File: src/rtl/fht_job_scheduler.sv
// Shares one FHT core between two channels: round-robin grant, load, start, run, unload, done per job.
// All outputs registered; oUL_VALID trails oUL_RD by RD_LAT cycles; watchdog traps a stuck core.
module fht_job_scheduler #(
    parameter int A_BIT   = 8,
    parameter int RD_LAT  = 2,
    parameter int TMO_BIT = 12
) (
    input  logic             iCLK_2,
    input  logic             iRESET,
    input  logic [1:0]       iREQ,
    output logic [1:0]       oGNT,
    input  logic             iLD_VALID,
    output logic             oLD_WE,
    output logic [1:0]       oLD_BANK,
    output logic [A_BIT-1:0] oLD_ADDR,
    output logic             oFHT_START,
    input  logic             iFHT_RDY,
    output logic [A_BIT-1:0] oUL_ADDR,
    output logic             oUL_RD,
    output logic             oUL_VALID,
    output logic [1:0]       oDONE,
    output logic             oERR,
    output logic             oBUSY
);

    localparam logic [3:0] S_IDLE    = 4'd0;
    localparam logic [3:0] S_LOAD    = 4'd1;
    localparam logic [3:0] S_START   = 4'd2;
    localparam logic [3:0] S_WAIT_LO = 4'd3;
    localparam logic [3:0] S_RUN     = 4'd4;
    localparam logic [3:0] S_UNLOAD  = 4'd5;
    localparam logic [3:0] S_DRAIN   = 4'd6;
    localparam logic [3:0] S_DONE    = 4'd7;
    localparam logic [3:0] S_ERR     = 4'd8;

    localparam logic [A_BIT+1:0]   LD_LAST = '1;
    localparam logic [A_BIT-1:0]   UL_LAST = '1;
    localparam logic [TMO_BIT-1:0] WD_LAST = '1;
    // Only the final read is still in flight when the valid pipe holds this pattern.
    localparam logic [RD_LAT-1:0]  SR_LAST = RD_LAT'(1) << (RD_LAT - 1);

    logic [3:0]         state_q,   state_d;
    logic               rr_q,      rr_d;
    logic [1:0]         gnt_q,     gnt_d;
    logic [A_BIT+1:0]   k_q,       k_d;
    logic               ld_we_q,   ld_we_d;
    logic [1:0]         ld_bank_q, ld_bank_d;
    logic [A_BIT-1:0]   ld_addr_q, ld_addr_d;
    logic               start_q,   start_d;
    logic [TMO_BIT-1:0] wd_q,      wd_d;
    logic [A_BIT-1:0]   ul_addr_q, ul_addr_d;
    logic               ul_rd_q,   ul_rd_d;
    logic [RD_LAT-1:0]  sr_q,      sr_d;
    logic [1:0]         done_q,    done_d;
    logic               err_q,     err_d;
    logic               busy_q,    busy_d;

    generate
        if (RD_LAT == 1) begin : g_sr1
            assign sr_d = ul_rd_q;
        end else begin : g_srn
            assign sr_d = {sr_q[RD_LAT-2:0], ul_rd_q};
        end
    endgenerate

    always_comb begin
        state_d   = state_q;
        rr_d      = rr_q;
        gnt_d     = gnt_q;
        k_d       = k_q;
        ld_we_d   = 1'b0;
        ld_bank_d = ld_bank_q;
        ld_addr_d = ld_addr_q;
        start_d   = 1'b0;
        wd_d      = '0;
        ul_addr_d = ul_addr_q;
        ul_rd_d   = 1'b0;
        done_d    = 2'b00;
        err_d     = err_q;
        case (state_q)
            S_IDLE: begin
                if (iREQ != 2'b00) begin
                    if (iREQ[0] && (!iREQ[1] || !rr_q)) begin
                        gnt_d = 2'b01;
                        rr_d  = 1'b1;
                    end else begin
                        gnt_d = 2'b10;
                        rr_d  = 1'b0;
                    end
                    k_d     = '0;
                    state_d = S_LOAD;
                end
            end
            S_LOAD: begin
                if (iLD_VALID) begin
                    ld_we_d   = 1'b1;
                    ld_bank_d = k_q[1:0];
                    ld_addr_d = k_q[A_BIT+1:2];
                    k_d       = k_q + 1'b1;
                    if (k_q == LD_LAST) begin
                        start_d = 1'b1;
                        state_d = S_START;
                    end
                end
            end
            S_START: state_d = S_WAIT_LO;
            S_WAIT_LO, S_RUN: begin
                // Watchdog spans both wait phases; a ready level seen first in RUN still completes.
                wd_d = wd_q + 1'b1;
                if (state_q == S_WAIT_LO && !iFHT_RDY) begin
                    state_d = S_RUN;
                end else if (state_q == S_RUN && iFHT_RDY) begin
                    ul_rd_d   = 1'b1;
                    ul_addr_d = '0;
                    state_d   = S_UNLOAD;
                end else if (wd_d == WD_LAST) begin
                    gnt_d   = 2'b00;
                    err_d   = 1'b1;
                    state_d = S_ERR;
                end
            end
            S_UNLOAD: begin
                ul_addr_d = ul_addr_q + 1'b1;
                if (ul_addr_q == UL_LAST) begin
                    state_d = S_DRAIN;
                end else begin
                    ul_rd_d = 1'b1;
                end
            end
            S_DRAIN: begin
                if (sr_q == SR_LAST) begin
                    done_d  = gnt_q;
                    gnt_d   = 2'b00;
                    state_d = S_DONE;
                end
            end
            S_DONE:  state_d = S_IDLE;
            S_ERR:   gnt_d   = 2'b00;
            default: state_d = S_IDLE;
        endcase
        busy_d = (state_d != S_IDLE);
    end

    always_ff @(posedge iCLK_2 or negedge iRESET) begin
        if (!iRESET) begin
            state_q   <= S_IDLE;
            rr_q      <= 1'b0;
            gnt_q     <= 2'b00;
            k_q       <= '0;
            ld_we_q   <= 1'b0;
            ld_bank_q <= 2'b00;
            ld_addr_q <= '0;
            start_q   <= 1'b0;
            wd_q      <= '0;
            ul_addr_q <= '0;
            ul_rd_q   <= 1'b0;
            sr_q      <= '0;
            done_q    <= 2'b00;
            err_q     <= 1'b0;
            busy_q    <= 1'b0;
        end else begin
            state_q   <= state_d;
            rr_q      <= rr_d;
            gnt_q     <= gnt_d;
            k_q       <= k_d;
            ld_we_q   <= ld_we_d;
            ld_bank_q <= ld_bank_d;
            ld_addr_q <= ld_addr_d;
            start_q   <= start_d;
            wd_q      <= wd_d;
            ul_addr_q <= ul_addr_d;
            ul_rd_q   <= ul_rd_d;
            sr_q      <= sr_d;
            done_q    <= done_d;
            err_q     <= err_d;
            busy_q    <= busy_d;
        end
    end

    assign oGNT       = gnt_q;
    assign oLD_WE     = ld_we_q;
    assign oLD_BANK   = ld_bank_q;
    assign oLD_ADDR   = ld_addr_q;
    assign oFHT_START = start_q;
    assign oUL_ADDR   = ul_addr_q;
    assign oUL_RD     = ul_rd_q;
    assign oUL_VALID  = sr_q[RD_LAT-1];
    assign oDONE      = done_q;
    assign oERR       = err_q;
    assign oBUSY      = busy_q;

endmodule

File: config.mk
export PLATFORM = sky130hd
export DESIGN_NAME = fht_job_scheduler
export DESIGN_NICKNAME = d
export VERILOG_FILES = /design/src/rtl/fht_job_scheduler.sv
export SDC_FILE = /design/constraint.sdc
export NUM_CORES = 1
export LEC_CHECK = 0
export CAP_MARGIN = 20
export CELL_PAD_IN_SITES_DETAIL_PLACEMENT = 0
export CELL_PAD_IN_SITES_GLOBAL_PLACEMENT = 2
export CORE_UTILIZATION = 37
export CTS_CLUSTER_DIAMETER = 40
export DETAILED_ROUTE_END_ITERATION = 8
export PLACE_DENSITY_LB_ADDON = 0.1
export SYNTH_ARGS = -nofsm -noshare
export SYNTH_HDL_FRONTEND = slang
export SYNTH_SLANG_ARGS = --single-unit
File: constraint.sdc
create_clock -name iCLK_2 -period 3.35 [get_ports iCLK_2]
set_input_delay 0.335 -clock iCLK_2 [delete_from_list [all_inputs] [get_ports iCLK_2]]
set_output_delay 0.335 -clock iCLK_2 [all_outputs]
set_load 0.005 [all_outputs]
==> flow_results.xml <==
<?xml version="1.0" encoding="UTF-8"?>
<metrics>
  <group name="outcome">
    <metric name="run_status" unit="">finished, violations left</metric>
    <metric name="violations_in_the_final_reports" unit="">hold timing</metric>
  </group>
  <group name="grt">
    <metric name="grt_first_pass_wirelength" unit="mm">9.42</metric>
    <metric name="grt_antenna_before_repair" unit="">0</metric>
    <metric name="grt.total_usage" unit="">0.159</metric>
    <metric name="global_route.overflow_total" unit="">0</metric>
    <metric name="grt_start_max_net_pins" unit="">25</metric>
    <metric name="grt_pass1_vias" unit="">1915</metric>
  </group>
  <group name="yosys">
    <metric name="top_flip_flop_cell_by_instance_count_after_synthesis" unit="">dfrtp_1</metric>
    <metric name="synth.net_count" unit="">285</metric>
    <metric name="post_synth_design_cell_area" unit="mm²">0.00269</metric>
    <metric name="yosys_warnings" unit="">0</metric>
    <metric name="flop_and_latch_count_out_of_synthesis" unit="">56</metric>
    <metric name="synth_edf_count" unit="">0</metric>
    <metric name="synth_sequential_area_ratio" unit="">0.520</metric>
    <metric name="ys_types" unit="">49</metric>
    <metric name="synth.avg_cell_area" unit="µm²">9.79</metric>
    <metric name="synthCells" unit="">275</metric>
    <metric name="async_flop_share" unit="">1.00</metric>
  </group>
  <group name="timing">
    <metric name="setup_repair_after_global_routing_missed_its_margin" unit="">false</metric>
    <metric name="final-max-slew-violation-count" unit="">0</metric>
    <metric name="tightest_slew" unit="ns">0.540</metric>
    <metric name="clock-skew-final" unit="ns">0.00652</metric>
    <metric name="clock.fmax" unit="MHz">406</metric>
    <metric name="setup-tns-final" unit="ns">0</metric>
    <metric name="final_critical_path_share_of_the_clock_period" unit="">0.735</metric>
    <metric name="slew_headroom" unit="">0.640</metric>
    <metric name="final-hold-violation-count" unit="">6</metric>
    <metric name="clock_period_minus_final_worst_setup_slack" unit="ns">2.46</metric>
    <metric name="hold_ws" unit="ns">-0.00240</metric>
    <metric name="report.final.setup_viol" unit="">0</metric>
  </group>
  <group name="placed_design">
    <metric name="finalWeightedCongestion" unit="">0.783</metric>
    <metric name="port_buffers" unit="">33</metric>
    <metric name="detailedPlacementHpwl" unit="mm">3.93</metric>
    <metric name="placed_instance_area" unit="mm²">0.00313</metric>
  </group>
  <group name="clock_network">
    <metric name="cts.clk_slew.worst_paths" unit="ns">0.10</metric>
    <metric name="cts_made_buffers" unit="">5</metric>
    <metric name="cts_resized" unit="">0</metric>
    <metric name="htree_levels" unit="">2</metric>
    <metric name="clk_path_buf_depth" unit="">2</metric>
    <metric name="cts.repair_timing.setup_buffer_count" unit="">0</metric>
    <metric name="clock_sinks" unit="">56</metric>
    <metric name="holdBufCountCts" unit="">0</metric>
    <metric name="source_to_sink_clock_delay_at_the_later_pin_of_the_worst_skew_pair" unit="ns">0.31</metric>
    <metric name="cts_tree" unit="">done</metric>
    <metric name="cts-root-buf" unit="">clkbuf_8</metric>
  </group>
  <group name="power">
    <metric name="power_report.internal_total" unit="mW">1.01</metric>
    <metric name="comb_power_share" unit="">0.137</metric>
    <metric name="report.power.total" unit="mW">1.36</metric>
    <metric name="power_density" unit="mW/mm²">422</metric>
    <metric name="power.clock.fraction" unit="">0.287</metric>
    <metric name="power.ir.vdd_worst" unit="V">0.000191</metric>
    <metric name="power_switching" unit="mW">0.352</metric>
    <metric name="total_leakage_power" unit="nW">1.35</metric>
    <metric name="seqPwrFrac" unit="">0.576</metric>
    <metric name="sw_frac_of_total" unit="">0.259</metric>
  </group>
  <group name="final_layout">
    <metric name="antennaDiodeCount" unit="">0</metric>
    <metric name="fraction_of_layout_instances_using_a_drive_strength_above_1" unit="">0.0769</metric>
    <metric name="num-fill-cells" unit="">689</metric>
    <metric name="finalInstanceArea" unit="mm²">0.00322</metric>
    <metric name="final_common_cell" unit="">dfrtp_1</metric>
    <metric name="num-nets-final" unit="">321</metric>
    <metric name="layout.cells.most_common_list" unit="">dfrtp_1 (56), nand2_1 (51), nor2_1 (34)</metric>
    <metric name="area_delta_synth_final" unit="%">19.6</metric>
  </group>
  <group name="hold_path">
    <metric name="timing.hold.worst.class" unit="">primary input to asynchronous set/reset pin</metric>
  </group>
  <group name="routing">
    <metric name="detail_route.drc_violations" unit="">0</metric>
    <metric name="finalWirelength" unit="mm">5.42</metric>
    <metric name="ant_nets" unit="">0</metric>
    <metric name="route.detailed.vias_per_inst" unit="">4.93</metric>
    <metric name="firstDrtPassIters" unit="">4</metric>
    <metric name="wl_per_cell" unit="µm">13.3</metric>
    <metric name="detail_route.iter0.violations" unit="">50</metric>
    <metric name="routed-via-count" unit="">2013</metric>
  </group>
  <group name="critical_path">
    <metric name="worstReg2RegStart" unit="">state_q[3]</metric>
    <metric name="critical_path.startpoint_type" unit="">flop</metric>
    <metric name="rrSetupSlack" unit="ns">0.89</metric>
    <metric name="rr_endpoint" unit="">k_q[5]</metric>
    <metric name="crit_type" unit="">flop to flop</metric>
    <metric name="crit_path_end_kind" unit="">flop</metric>
    <metric name="critPathLaunch" unit="">state_q[3]</metric>
    <metric name="timing.critical_path.fanout_max" unit="">15</metric>
    <metric name="required" unit="ns">3.60</metric>
    <metric name="rr_worst_depth" unit="">6</metric>
    <metric name="timing.critical_path.arrival" unit="ns">2.71</metric>
  </group>
  <group name="die">
    <metric name="num_io_pins" unit="">34</metric>
    <metric name="floorplan.die_area" unit="mm²">0.00762</metric>
    <metric name="core_area" unit="mm²">0.00691</metric>
    <metric name="floorplan_die_width" unit="µm">87.3</metric>
    <metric name="initial_utilization" unit="">0.390</metric>
    <metric name="die_h" unit="µm">87.3</metric>
    <metric name="row_count" unit="">30</metric>
  </group>
  <group name="flow_run">
    <metric name="cap_viol_max_count" unit="">0</metric>
  </group>
</metrics>
==> cell families (layout without fill, tap and decap cells) <==
group           count (synthesis)  in the layout  synth area share
flops                          56             56             0.520
xor+xnor                       18             18            0.0585
simple gates                  138            138             0.250
mux                             2              2            0.0112
fa+ha+maj                       4              4            0.0186
compound gates                 41             41             0.115
buf+inv                        16             53            0.0265
==> worst max path at each step <==
| stage | to | slack (ns) | cells past startpoint |
|---|---|---|---|
| floorplan | oGNT[0] | 1.19 | 6 |
| global placement | oGNT[0] | 0.95 | 6 |
| detailed placement | k_q[5] | 0.90 | 6 |
| CTS | k_q[5] | 0.85 | 6 |
| global route | k_q[5] | 0.69 | 6 |
| finish | k_q[5] | 0.89 | 6 |
==> critical path, stage by stage (launching register included) <==
cell,delay [ns]
dfrtp_1,0.49
nor4b_2,0.41
nand2_1,0.34
inv_2,0.31
o2111ai_1,0.28
or3_1,0.42
a21oi_1,0.14
==> area by class of cell <==
type,instances,area [µm²],area share
sequential,56,1400,0.435
tap,96,120,0.0373
inverter,8,30.0,0.00932
timing repair buffer,37,355,0.110
multi-input combinational,203,1220,0.379
clock inverter,1,7.51,0.00233
clock buffer,7,86.3,0.0268
==> per-layer routing <==
metal	track usage	part of all wire	routed length, µm	up-vias
li1	-	-	-	1014
met1	0.224	0.51	2790	964
met2	0.247	0.45	2430	29
met3	0.0284	0.025	136	6
met4	0.0492	0.012	67	0
met5	0	0	0	-
==> cells in the mapped netlist, types with 2 or more instances <==
master | n | area [µm²]
a211oi_1 | 3 | 22.5
a21boi_0 | 2 | 15.0
a21oi_1 | 9 | 45.0
and4_1 | 2 | 17.5
buf_2 | 3 | 15.0
clkbuf_1 | 3 | 11.3
dfrtp_1 | 56 | 1400
ha_1 | 4 | 50.1
inv_1 | 7 | 26.3
mux2_4 | 2 | 30.0
nand2_1 | 51 | 191
nand2b_1 | 3 | 18.8
nand3_1 | 12 | 60.1
nand4_1 | 7 | 43.8
nand4b_1 | 3 | 26.3
nor2_1 | 34 | 128
nor2b_1 | 5 | 31.3
nor3_1 | 4 | 20.0
o2111ai_1 | 2 | 17.5
o21ai_0 | 11 | 55.1
o21bai_1 | 2 | 15.0
or3_1 | 7 | 43.8
xnor2_1 | 6 | 52.6
xor2_1 | 12 | 105
==> state kept, by name, summed over array words and instances, names as in the netlist, 2 cells and up <==
signal / cells
oLD_BANK: 2
k_q: 10
wd_q: 12
oGNT: 2
state_q: 4
oDONE: 2
oLD_ADDR: 8
sr_q: 2
oUL_ADDR: 8
==> power groups by stage <==
stage          combinational [mW]  sequential [mW]  clock, mW
2_1_floorplan              0.0873            0.787          0
3_3_place_gp                0.189            0.799          0
3_5_place_dp                0.188            0.797          0
4_1_cts                     0.191            0.784      0.408
5_1_grt                     0.212            0.793      0.433
6_report                    0.186            0.783      0.389
==> metrics by stage <==
stage               cells  utilization  hold WS [ns]  setup WS [ns]
finish                408        0.466      -0.00240          0.888
global route          408        0.466        0.0438          0.691
CTS                   408        0.466       0.00891          0.855
detailed placement    400        0.453         0.351          0.900
global placement      400        0.453         0.344          0.948
floorplan             275            -        0.0394           1.19
Power figures use the tool's default switching activity.
